<file path="src/rtl/shift_add_multiplier.sv">
// Sequential unsigned 8x8 shift-add multiplier, one partial product per clock.
// It includes the shared 8-bit ripple-carry adder it drives each iteration.

// 8-bit ripple-carry adder built from a chain of full adders.
module adder (
  input  logic [7:0] a,
  input  logic [7:0] b,
  input  logic       cin,
  output logic [7:0] sum,
  output logic       cout
);

  logic [8:0] carry;

  assign carry[0] = cin;

  for (genvar i = 0; i < 8; i++) begin : g_fa
    assign sum[i]       = a[i] ^ b[i] ^ carry[i];
    assign carry[i + 1] = (a[i] & b[i]) | (carry[i] & (a[i] ^ b[i]));
  end

  assign cout = carry[8];

endmodule

// Multiplier top: IDLE -> BUSY (8 iterations) -> DONE (one cycle) -> IDLE or BUSY.
module shift_add_multiplier (
  input  logic        clk,
  input  logic        rst_n,
  input  logic        start,
  input  logic [7:0]  a,
  input  logic [7:0]  b,
  output logic        busy,
  output logic        done,
  output logic [15:0] product
);

  typedef enum logic [1:0] {
    StIdle = 2'd0,
    StBusy = 2'd1,
    StDone = 2'd2
  } state_e;

  state_e      state_q, state_d;
  logic [7:0]  m_q, m_d;        // multiplicand
  logic [7:0]  a_q, a_d;        // accumulator (high half)
  logic [7:0]  q_q, q_d;        // multiplier, becomes the low half
  logic        c_q, c_d;        // carry out of the last partial-product add
  logic [2:0]  cnt_q, cnt_d;
  logic [15:0] product_q, product_d;
  logic        busy_q, busy_d;
  logic        done_q, done_d;

  logic [7:0]  add_sum;
  logic        add_cout;
  logic [7:0]  step_s;
  logic        step_c;
  logic [7:0]  shift_a;
  logic [7:0]  shift_q;

  adder u_adder (
    .a    (a_q),
    .b    (m_q),
    .cin  (1'b0),
    .sum  (add_sum),
    .cout (add_cout)
  );

  // Partial product: add M only when the current multiplier bit is set, then shift {C,S,Q} right.
  always_comb begin
    step_s  = a_q;
    step_c  = 1'b0;
    if (q_q[0]) begin
      step_s = add_sum;
      step_c = add_cout;
    end
    shift_a = {step_c, step_s[7:1]};
    shift_q = {step_s[0], q_q[7:1]};
  end

  // Next-state and datapath control.
  always_comb begin
    state_d   = state_q;
    m_d       = m_q;
    a_d       = a_q;
    q_d       = q_q;
    c_d       = c_q;
    cnt_d     = cnt_q;
    product_d = product_q;
    busy_d    = busy_q;
    done_d    = 1'b0;

    unique case (state_q)
      StIdle, StDone: begin
        busy_d  = 1'b0;
        state_d = StIdle;
        if (start) begin
          m_d     = a;
          q_d     = b;
          a_d     = 8'h00;
          c_d     = 1'b0;
          cnt_d   = 3'd0;
          busy_d  = 1'b1;
          state_d = StBusy;
        end
      end
      StBusy: begin
        a_d   = shift_a;
        q_d   = shift_q;
        c_d   = step_c;
        cnt_d = cnt_q + 3'd1;
        if (cnt_q == 3'd7) begin
          product_d = {shift_a, shift_q};
          done_d    = 1'b1;
          busy_d    = 1'b0;
          state_d   = StDone;
        end
      end
      default: begin
        busy_d  = 1'b0;
        state_d = StIdle;
      end
    endcase
  end

  // State and datapath registers; reset discards any in-flight operation.
  always_ff @(posedge clk or negedge rst_n) begin
    if (!rst_n) begin
      state_q   <= StIdle;
      m_q       <= 8'h00;
      a_q       <= 8'h00;
      q_q       <= 8'h00;
      c_q       <= 1'b0;
      cnt_q     <= 3'd0;
      product_q <= 16'h0000;
      busy_q    <= 1'b0;
      done_q    <= 1'b0;
    end else begin
      state_q   <= state_d;
      m_q       <= m_d;
      a_q       <= a_d;
      q_q       <= q_d;
      c_q       <= c_d;
      cnt_q     <= cnt_d;
      product_q <= product_d;
      busy_q    <= busy_d;
      done_q    <= done_d;
    end
  end

  // The saved carry is always the bit shifted into A[7], so none is ever lost.
  carry_in_msb_a: assert property (@(posedge clk) disable iff (!rst_n) c_q == a_q[7]);

  assign busy    = busy_q;
  assign done    = done_q;
  assign product = product_q;

endmodule

</file>
<file path="config.mk">
export PLATFORM = sky130hd
export DESIGN_NAME = shift_add_multiplier
export DESIGN_NICKNAME = d
export VERILOG_FILES = /design/src/rtl/shift_add_multiplier.sv
export SDC_FILE = /design/constraint.sdc
export NUM_CORES = 1
export LEC_CHECK = 0
export ABC_CLOCK_PERIOD_IN_PS = 4620
export CAP_MARGIN = 20
export CORE_UTILIZATION = 35
export DETAILED_ROUTE_END_ITERATION = 10
export PLACE_DENSITY = 0.62
export SLEW_MARGIN = 10
export SYNTH_ARGS = -nofsm -noshare
export SYNTH_HDL_FRONTEND = slang
export SYNTH_HIERARCHICAL = 1
export SYNTH_SLANG_ARGS = --single-unit
</file>
<file path="constraint.sdc">
create_clock -name clk -period 4.62 [get_ports clk]
set_input_delay 0.462 -clock clk [delete_from_list [all_inputs] [get_ports clk]]
set_output_delay 0.462 -clock clk [all_outputs]
set_load 0.005 [all_outputs]
</file>
---- Word level (Yosys, flattened, before mapping) ----
Index checks and enable logic that the tools add are counted.
word-level totals
  register bits ........................... 47
  logic and storage cells ................. 73
  bits of input ports ..................... 19
  output and inout bits ................... 18
cells by class
  mux-type cells .......................... 16
  equality and inequality tests ........... 5
  add/sub/neg operators ................... 1
  bitwise operators ....................... 37
  reductions and logical operators ........ 6
operator list
  cell                                                             number
  8-bit case mux with 2 select lines                               2
  8-bit 2-to-1 mux                                                 3
  1-bit AND                                                        15
  1-bit bitwise XOR                                                15
  1-bit OR                                                         7
  1-bit 2-to-1 mux                                                 6
  3-bit case mux with 2 select lines                               1
  2-bit AND reduction                                              3
  2-bit != test, second input constant                             2
  2-bit case mux with 2 select lines                               1
  3-bit by 1-bit adder with 3-bit output, second input constant    1
  3-bit == test, second input constant                             1
  3-bit 2-to-1 mux                                                 1
  2-bit by 1-bit == test with 1-bit output, second input constant  1
  2-bit == test, second input constant                             1
  2-bit logical NOT                                                1
  2-bit 2-to-1 mux                                                 1
  1-bit case mux with 2 select lines                               1
  2-bit nonzero test                                               1
  2-bit OR reduction                                               1

---- Logic depth before layout (Yosys ltp) ----
  word-level depth ........................ 17
  depth in mapped cells ................... 14
  mapped depth without buffers ............ 14

---- Hierarchy ----
The synthesis kept the hierarchy.
modules (own cells, without submodules)
  module                times used  cells each  sequential area each (µm²)  area each (µm²)
  shift_add_multiplier  1           145         1176.1                      1916.8
  adder                 1           18          0.0                         197.7

---- Worst setup path after synthesis ----
Ideal clock, no wire load.
  kind .................................... reg2reg
  from .................................... register a_q[0]
  to ...................................... register product_q[14] (netlist: product[14])
  library setup time ...................... 83 ps
  required time ........................... 4537 ps
  arrival ................................. 3619 ps
  period minus slack after synthesis ...... 3702 ps
  buffers on the path ..................... 0
  path slack .............................. 918 ps
  cell stages (with the launch flop) ...... 15
  cell sequence ........................... dfrtp_1 -> fa_1 -> inv_1 -> fa_1 -> inv_1 -> fa_1 -> fa_1 -> fa_1 -> fa_1 -> fa_1 -> inv_1 -> fa_1 -> inv_1 -> mux2i_1 -> o21ai_0
between the ends
  word-level cells in the longest chain between the ends .. 15
ends and longest elaborated chain
  element                  line  text
  from (decl)              46    logic [7:0] a_q, a_d;
  from (signal assigned)   131   a_q <= 8'h00;
  from (signal assigned)   141   a_q <= a_d;
  1-bit AND (2 in series)  19    assign carry[i + 1] = (a[i] & b[i]) | (carry[i] & (a[i] ^ b[i]));
  1-bit OR                 19
  1-bit AND                19
  1-bit OR                 19
  1-bit AND                19
  1-bit OR                 19
  1-bit AND                19
  1-bit OR                 19
  1-bit AND                19
  1-bit OR                 19
  1-bit AND                19
  1-bit OR                 19
  1-bit bitwise XOR        18    assign sum[i] = a[i] ^ b[i] ^ carry[i];
  net add_sum[7]           54    logic [7:0] add_sum;
  8-bit 2-to-1 mux         73    if (q_q[0]) begin
  to (signal assigned)     145   product_q <= product_d;
  to (decl)                50    logic [15:0] product_q, product_d;
The timed path passes the listed nets, and every way through them passes these cells.
A chain may end at the register's enable or synchronous reset.

---- Worst setup path after layout ----
Same ends and word-level chain as after synthesis.

==> flow_metrics.py <==
metrics = {
    "sta": {
        "finalHoldViolations": 0,
        "whs_ps": 66.36,
        "finalSetupViolCount": 0,
        "period_share_pct": 84.89,
        "worstMarginPinSlew_ps": 601.3,
        "finalCriticalPeriod_ps": 3922,
        "relSlewSlack_pct": 59.70,
        "setup-tns-final_ps": 0,
        "fmax_ghz": 0.2550,
        "slew_violations": 0,
        "skew_ps": 7.661,
        "rsz0062_at_grt": "no",
    },
    "yosys": {
        "netlist_instances": 163,
        "yosysTopAreaCell": "dfrtp_1",
        "synth-seq-cells": 47,
        "synth_cell_types": 25,
        "yosysMostFrequentCell": "dfrtp_1",
        "yosysTopAreaCellShare_pct": 55.62,
        "ys_seq_area_share_pct": 55.62,
        "synth-main-ff-cell": "dfrtp_1",
        "synth_area_um2": 2115,
        "synth-edff-count": 0,
        "ys_warn_count": 6,
        "ys_top_cells_by_area": "dfrtp_1, mux2_2, fa_1",
        "synthesis.nets": 192,
        "async_flop_share_pct": 100.0,
        "synth.avg_cell_area_um2": 12.97,
        "synthTopCellsByCount": "dfrtp_1, nand2_1, o21ai_0",
    },
    "die": {
        "rows": 27,
        "core_area_um2": 5675,
        "die_h_um": 79.73,
        "die_area_um2": 6356,
        "io_pins": 37,
        "initial_utilization_pct": 37.26,
        "fp.dieW_um": 79.73,
    },
    "global_routing": {
        "grt_max_degree": 48,
        "antenna_found_initial": 0,
        "grtUsageTotal_pct": 13.42,
        "grt_overflow": 0,
        "grt_pass1_vias": 1291,
        "grt_pass1_wl_mm": 6.334,
    },
    "clocking": {
        "worstSkewPairLatency_ps": 300,
        "tritoncts": "done",
        "cts_buffers": 5,
        "h-tree-depth": 2,
        "ctsHoldBuffers": 0,
        "cts_resized": 0,
        "cts-root-buf": "clkbuf_8",
        "clkTransAtPathRegs_ps": 90,
        "cts_setup_buffers": 0,
        "cts_max_path_buffers": 2,
        "cts.sinks": 47,
    },
    "routing": {
        "postRouteAntennaNets": 0,
        "dr.pass1.iters": 4,
        "num_vias": 1289,
        "drc": 0,
        "drt_iter0_markers": 60,
        "drt-vias-per-instance": 4.739,
        "drt-wirelength-per-cell_um": 13.70,
        "drt_wl_total_mm": 3.726,
    },
    "worst_setup_path": {
        "cp.arrival_ps": 4140,
        "endpoint_kind": "flop",
        "worst-path-max-fanout": 3,
        "crit_required_ps": 4830,
        "reg2reg_from": "a_q[0]$_DFFE_PN0P_",
        "rr_worst_depth": 14,
        "start_kind": "flop",
        "rr_endpoint": "product[14]$_DFFE_PN0P_",
        "critPathKind": "reg2reg",
        "regToRegSetupSlack_ps": 700,
    },
    "finish": {
        "drive_above_1_share_pct": 15.50,
        "instances_no_fill": 272,
        "postLayoutCellArea_um2": 2620,
        "nets": 228,
        "syn2layout_area_growth_pct": 23.91,
        "nFillCells": 534,
        "antenna_cells": 0,
    },
    "min_path": {
        "hold_class": "in2async",
    },
    "run": {
        "maxCapViolations": 0,
    },
    "status": {
        "status": "completed",
    },
    "placement": {
        "portBuffers": 36,
        "dp_hpwl_mm": 2.518,
        "place_inst": 263,
        "placed_area_um2": 2501,
        "gp_congestion": 0.7103,
    },
    "pwr": {
        "vdd.ir_drop.worst_mv": 0.2515,
        "p_leak_nw": 1.179,
        "p_per_area_nw_per_um2": 650.5,
        "total_power_mw": 1.704,
    },
}
## state kept, by name (all words and copies together), names as in the netlist
| signal | flops |
|---|---|
| a_q | 8 |
| busy | 1 |
| q_q | 8 |
| cnt_q | 3 |
| state_q | 2 |
| product | 16 |
| m_q | 8 |
| done | 1 |
## logic make-up after synthesis
group / share of synthesized area [%]
buf+inv: 5.266
fa+ha+maj: 8.757
other cells: 0.1773
compound gates: 8.817
mux: 15.80
flops: 55.62
simple gates: 5.563
## metal layers
metal,global-route usage (%),vias up,share of wire (%)
met4,5.455,0,1.7
met5,0,-,0
met1,18.15,641,48
li1,-,619,-
met2,20.43,23,46
met3,3.429,6,3.6
## area by class of cell
class                      count  area (um2)  area share (%)
clock inverter                 2       16.27          0.6208
inverter                      12       45.04           1.719
tap                           72       90.09           3.438
multi-input combinational     95       827.0           31.57
sequential                    47        1176           44.89
timing repair buffer          38       382.9           14.61
clock buffer                   6       82.58           3.152
## worst max-delay path by stage
stage	from	endpoint	slack (ps)	depth (start not counted)
6_report	a_q[0]$_DFFE_PN0P_	product[14]$_DFFE_PN0P_	700	14
5_1_grt	a_q[0]$_DFFE_PN0P_	a_q[6]$_DFFE_PN0P_	500	14
4_1_cts	a_q[0]$_DFFE_PN0P_	product[14]$_DFFE_PN0P_	680	14
3_5_place_dp	a_q[0]$_DFFE_PN0P_	a_q[6]$_DFFE_PN0P_	690	14
3_3_place_gp	a_q[0]$_DFFE_PN0P_	product[14]$_DFFE_PN0P_	760	14
2_1_floorplan	a_q[0]$_DFFE_PN0P_	product[14]$_DFFE_PN0P_	920	14
## critical path: stages (launching register included)
cell and delay (ps):
dfrtp_1 420, fa_1 430, inv_1 70, fa_1 150, inv_1 50, fa_1 370, fa_1 390, fa_1 390
fa_1 430, fa_1 380, inv_1 80, fa_1 400, inv_1 60, mux2i_1 80, o21ai_0 160
## per-stage QoR
stage | utilization [%] | setup slack [ps]
after global routing | 46.16 | 497.1
after global placement | 44.07 | 760.4
after detailed placement | 44.07 | 692.5
after CTS | 45.81 | 679.4
final | 46.16 | 697.9
after floorplan | - | 918.3
## cell usage in the layout, fill, tap and decap left out
cell / netlist / routed
dfrtp_1: 47 / 47
clkdlybuf4s50_1: 0 / 35
nand2_1: 17 / 17
o21ai_0: 16 / 16
mux2i_1: 15 / 15
mux2_2: 15 / 15
inv_1: 12 / 12
fa_1: 8 / 8
o2bb2ai_1: 7 / 7
clkbuf_8: 0 / 6
nor2_1: 2 / 2
a22o_1: 2 / 2
ha_1: 2 / 2
nand3b_2: 1 / 1
nor2b_2: 1 / 1
nand2b_1: 1 / 1
a21o_1: 1 / 1
and2b_1: 1 / 1
nor2_2: 1 / 1
a2bb2o_1: 1 / 1
a221o_1: 1 / 1
mux2_4: 1 / 1
or2_2: 1 / 1
clkinv_4: 0 / 1
clkinvlp_4: 0 / 1
buf_2: 2 / 1
buf_12: 0 / 1
buf_4: 0 / 1
conb_1: 1 / 1
## power breakdown
group	leakage, nW	switching (mW)	internal, mW
sequential	0.589	0.139	0.597
clock	0.0474	0.137	0.122
combinational	0.542	0.313	0.396
No activity file was read; power rests on OpenSTA's default activity.
==> RTL change 1 (config.mk and constraints unchanged) <==
Encoding of `state_e`: now one-hot (3 bits for 3 states).
--- a/src/rtl/shift_add_multiplier.sv
+++ b/src/rtl/shift_add_multiplier.sv
@@ -37,6 +37,6 @@
 
-  typedef enum logic [1:0] {
-    StIdle = 2'd0,
-    StBusy = 2'd1,
-    StDone = 2'd2
+  typedef enum logic [2:0] {
+    StIdle = 3'b001,
+    StBusy = 3'b010,
+    StDone = 3'b100
   } state_e;
Behaviour: same outputs for any inputs over 4 cycles, from zero or initial values and one cycle with rst_n low; so few cycles prove little.
==> RTL change 1 against the original RTL <==
  * Highest routed layer unchanged
  * Utilization shrank 1.3 points
  * Synthesized cell count grew 18%
  * Routed wire length grew 12%
  * Worst setup slack gained 47 ps
  * Synthesized area grew 11%
  * The flow now finishes with violations (design-rule violations)
  * Final area grew 9.9%
  * Total power shrank 7.1%
  * Sequential cell count grew 1
==> RTL change 1: results (changes against the original RTL) <==
| Metric | Value |
|---|---|
| Clk_skew | `15.17 ps (was 7.661 ps)` |
| First-pass GRT wire length | `7.307 mm (was 6.334 mm)` |
| Synth cell count leaders | `dfrtp_1 (47), nand2_1 (22), mux2_1 (15), nand3_1 (15), inv_1 (12) (was dfrtp_1 (47), nand2_1 (17), o21ai_0 (16))` |
| Distinct cells, synth | `31 (was 25)` |
| Number of global-route vias before repair | `1439 (was 1291)` |
| Share of cells above drive strength 1 | `0.1322 (was 0.1550)` |
| Status | `complete, but fails checks (was complete, no violations)` |
| Syn Inst Count | `192 (was 163)` |
| DP Worst Slack | `727.5 ps (was 692.5 ps)` |
| Nets | `255 (was 228)` |
| M1 WL | `2.036 mm (was 1.798 mm)` |
| DRC viols | `4 (was 0)` |
| Met2 usage | `0.1997 (was 0.2043)` |
| Placed cell areas | `0.002759 mm2 (was 0.002501 mm2)` |
| Pin count of the biggest net entering global routing | `49 (was 48)` |
| GPL Wtd Cong | `0.7157 (was 0.7103)` |
| Met3 usage | `0.03660 (was 0.03429)` |
| All-Layer GR Usage | `0.1325 (was 0.1342)` |
| Seq/Total Area, Yosys | `0.5131 (was 0.5562)` |
| Failing checks | `design-rule violations` |
| Uppermost layer routed | `met4 (unchanged)` |
| Vias after detailed routing | `1480 (was 1289)` |
| Top post-synthesis cells by area | `dfrtp_1 (50%), mux2_1 (7.2%), fa_1 (6.8%) (was dfrtp_1 (56%), mux2_2 (8.0%), fa_1 (7.6%))` |
| Worst-margin pin slew | `674.1 ps (was 601.3 ps)` |
| Met1 usage | `0.1888 (was 0.1815)` |
| Placed insts | `296 (was 263)` |
| Syn Nets | `221 (was 192)` |
| Wire length on met2 | `1.961 mm (was 1.727 mm)` |
| Maximum vdd drop | `0.2052 mV (was 0.2515 mV)` |
| Sw Pwr | `0.0005672 W (was 0.0005897 W)` |
| WL per Instance | `13.77 um (was 13.70 um)` |
| CP arrival | `4100 ps (was 4140 ps)` |
==> RTL change 1: power by group through the flow <==
stage | sequential, W | clock [W] | combinational (W)
CTS | 0.000690 | 0.000330 | 0.000588
detailed placement | 0.000698 | 0 | 0.000586
global placement | 0.000695 | 0 | 0.000556
finish | 0.000686 | 0.000323 | 0.000575
global route | 0.000713 | 0.000348 | 0.000656
floorplan | 0.000645 | 0 | 0.000471
==> RTL change 1: worst paths after layout <==
path	from	end	slack [ps]	cells past startpoint
worst max register to register	a_q[0]$_DFFE_PN0P_	a_q[6]$_DFFE_PN0P_	740	14
worst max-delay path	a_q[0]$_DFFE_PN0P_	a_q[6]$_DFFE_PN0P_	740	14
max in group asynchronous	rst_n	product[6]$_DFFE_PN0P_	3950	2
worst min-delay path	rst_n	q_q[1]$_DFFE_PN0P_	250	2
min in group clk	busy$_DFFE_PN0P_	busy$_DFFE_PN0P_	480	1
worst min register to register	busy$_DFFE_PN0P_	busy$_DFFE_PN0P_	480	1
==> RTL change 1: cell type report <==
| class | count | area (um2) |
|---|---|---|
| Fill cell | 590 | 3542 |
| Sequential cell | 48 | 1202 |
| Multi-Input combinational cell | 120 | 1017 |
| Timing Repair Buffer | 39 | 397.9 |
| Tap cell | 77 | 96.34 |
| Clock buffer | 6 | 82.58 |
| Inverter | 12 | 45.04 |
| Clock inverter | 2 | 38.79 |
==> RTL change 1: logic make-up (layout without fill, tap and decap cells) <==
kind of cell	count (synthesis)	in the layout	synth area share
xor+xnor	2	2	0.01549
fa+ha+maj	10	10	0.07901
buf+inv	24	59	0.05925
other cells	1	1	0.001600
mux	24	24	0.1105
compound gates	30	30	0.1116
flops	48	48	0.5131
simple gates	53	53	0.1095
==> RTL change 2 (same flow settings) <==
Without the edit above. Reset style: synchronous (`rst_n`), changed in one clocked block.
--- a/src/rtl/shift_add_multiplier.sv
+++ b/src/rtl/shift_add_multiplier.sv
@@ -126,3 +126,3 @@
   // State and datapath registers; reset discards any in-flight operation.
-  always_ff @(posedge clk or negedge rst_n) begin
+  always_ff @(posedge clk) begin
     if (!rst_n) begin
Function: differs if rst_n is asserted again (counterexample within 4 cycles, from zero or initial values and one cycle with rst_n low); with rst_n held inactive, the same outputs for 4 cycles.
==> RTL change 2 against the original RTL <==
  * Sequential cell count unchanged
  * First-iteration DRC count increased by 33%
  * Worst setup slack improved by 34 ps
  * Final area decreased by 4.4%
  * Routed wire length increased by 12%
  * Synthesized area decreased by 2.4%
  * Largest cell class is now multi-input gates
  * Critical path depth increased by 1
Power is not compared: it rests on default switching activity, and its combinational part moved more than twofold at a synthesized area within 25%.
==> RTL change 2: results (changes against the original RTL) <==
| Metric | Value |
|---|---|
| Status | `complete, no violations (unchanged)` |
| XOR/XNOR Fraction of Synth Area | `0 (unchanged)` |
| Setup repair bufs after CTS | `0 (unchanged)` |
| Max reg flops | `16 (unchanged)` |
| DRT Pass-1 Iters | `4 (unchanged)` |
| Post-synthesis compound-gate area fraction | `0.1522 (was 0.08817)` |
| CP arrival | `4100 ps (was 4140 ps)` |
| Worst Hold Endpoint | `product[1]$_SDFFE_PN0P_` |
| Worst reg2reg path depth | `15 (was 14)` |
| Top post-synthesis cells by area | `dfxtp_1 (46%), nand2_1 (8.7%), fa_1 (7.8%) (was dfrtp_1 (56%), mux2_2 (8.0%), fa_1 (7.6%))` |
| Share of cells above drive strength 1 | `0.04563 (was 0.1550)` |
| Nets | `293 (was 228)` |
| Syn Nets | `265 (was 192)` |
| Ant diodes | `0 (unchanged)` |
| Critical R2R Launch | `a_q[0]$_SDFFE_PN0P_ (was a_q[0]$_DFFE_PN0P_)` |
| Initial antenna violation count | `0 (unchanged)` |
| Number of global-route vias before repair | `1514 (was 1291)` |
| Hold depth | `2` |
| Area share of fa/ha/maj cells after synthesis | `0.08975 (was 0.08757)` |
| Worst Path Max Fanout | `3 (unchanged)` |
| Reg2reg end | `a_q[6]$_SDFFE_PN0P_ (was product[14]$_DFFE_PN0P_)` |
| Synth cell count leaders | `nand2_1 (48), dfxtp_1 (47), a21oi_1 (28) (was dfrtp_1 (47), nand2_1 (17), o21ai_0 (16))` |
| P_leak | `0.8872 nW` |
| Fillers | `588 (was 534)` |
| Post-synthesis mux area share | `0.03881 (was 0.1580)` |
| Hold Crit Start | `product[1]$_SDFFE_PN0P_` |
| Clk_skew | `3.820 ps (was 7.661 ps)` |
| Main synth FF type | `dfxtp_1 (was dfrtp_1)` |
| GPL Wtd Cong | `0.7084 (was 0.7103)` |
| Clock Path Buffers | `2 (unchanged)` |
| Syn. warnings | `6 (unchanged)` |
| All-Layer GR Usage | `0.1461 (was 0.1342)` |
| Reg-to-reg slack, setup | `730 ps (was 700 ps)` |
| Async SR Flop Fraction | `0 (was 1.000)` |
| Clk_lat worst skew | `290 ps` |
| Maximum vdd drop | `0.1254 mV` |
| H-tree lvl count | `2 (unchanged)` |
| Clock root buffer | `clkbuf_8 (unchanged)` |
| Number of gates resized after cts | `0 (unchanged)` |
| Distinct cells, synth | `25 (unchanged)` |
| Class of the worst hold path | `reg -> reg (was in -> async)` |
| Pin count of the biggest net entering global routing | `29 (was 48)` |
| Worst hold margin | `458.5 ps (was 66.36 ps)` |
| Total CTS buffers | `5 (unchanged)` |
| Seq/Total Area, Yosys | `0.4560 (was 0.5562)` |
| DR iter-0 viols | `80 (was 60)` |
| WL final | `4.168 mm (was 3.726 mm)` |
| First-pass GRT wire length | `7.003 mm (was 6.334 mm)` |
| Relative slew margins | `0.3420 (was 0.5970)` |
| Vias after detailed routing | `1618 (was 1289)` |
| Dpl hpwl | `2.799 mm (was 2.518 mm)` |
| PortBufs | `36 (unchanged)` |
## RTL change 2: metrics by stage
step | setup WS (ps) | std cells | power, W | instance area, um2
after floorplan | 904.7 | 236 | 0.0004899 | 2063
after global placement | 787.9 | 329 | 0.0005172 | 2432
after detailed placement | 705.1 | 329 | 0.0005183 | 2432
after CTS | 699.5 | 335 | 0.0007413 | 2505
after global routing | 494.1 | 335 | 0.0007702 | 2505
final | 732.2 | 335 | 0.0007285 | 2505
## RTL change 2: area by class of cell
type | instances | area, um2 | share of cell area
Sequential cell | 47 | 940.9 | 0.3756
Timing Repair Buffer | 39 | 382.9 | 0.1528
Clock buffer | 6 | 72.57 | 0.02897
Multi-Input combinational cell | 159 | 973.4 | 0.3886
Inverter | 12 | 45.04 | 0.01798
Tap cell | 72 | 90.09 | 0.03596
## RTL change 2: logic make-up (layout without fill, tap and decap cells)
group | after synthesis | in the layout
simple gates | 88 | 88
compound gates | 52 | 52
flops | 47 | 47
buf+inv | 30 | 57
fa+ha+maj | 10 | 10
mux | 8 | 8
other cells | 1 | 1
## RTL change 2: power by group
part           total [W]  internal (W)  switching (W)
Clock           0.000221      0.000101       0.000120
Combinational  0.0000754     0.0000341      0.0000413
Sequential      0.000432      0.000419      0.0000135
## RTL change 2: metal layers
layer | routed length, um | global-route usage | vias up
met5 | 0 | 0 | -
met4 | 34 | 0.05000 | 0
met3 | 125 | 0.03218 | 2
met2 | 2060 | 0.2504 | 26
met1 | 1948 | 0.1798 | 752
li1 | - | - | 838
## RTL change 2: critical path: stages, from the launching register on
cell	delay [ps]
dfxtp_1	340
fa_1	410
inv_1	70
fa_1	150
inv_1	40
fa_1	370
fa_1	380
fa_1	390
fa_1	390
fa_1	360
inv_1	70
fa_1	400
inv_1	60
mux2i_1	80
nand2b_1	170
a21oi_1	120
## RTL change 2: how the worst max path moves through the flow
stage                        start                  end  slack (ps)
2_1_floorplan  a_q[0]$_SDFFE_PN0P_  a_q[6]$_SDFFE_PN0P_         900
6_report       a_q[0]$_SDFFE_PN0P_  a_q[6]$_SDFFE_PN0P_         730
4_1_cts        a_q[0]$_SDFFE_PN0P_  a_q[6]$_SDFFE_PN0P_         700
5_1_grt        a_q[0]$_SDFFE_PN0P_  a_q[6]$_SDFFE_PN0P_         490
3_5_place_dp   a_q[0]$_SDFFE_PN0P_  a_q[6]$_SDFFE_PN0P_         710
3_3_place_gp   a_q[0]$_SDFFE_PN0P_  a_q[6]$_SDFFE_PN0P_         790
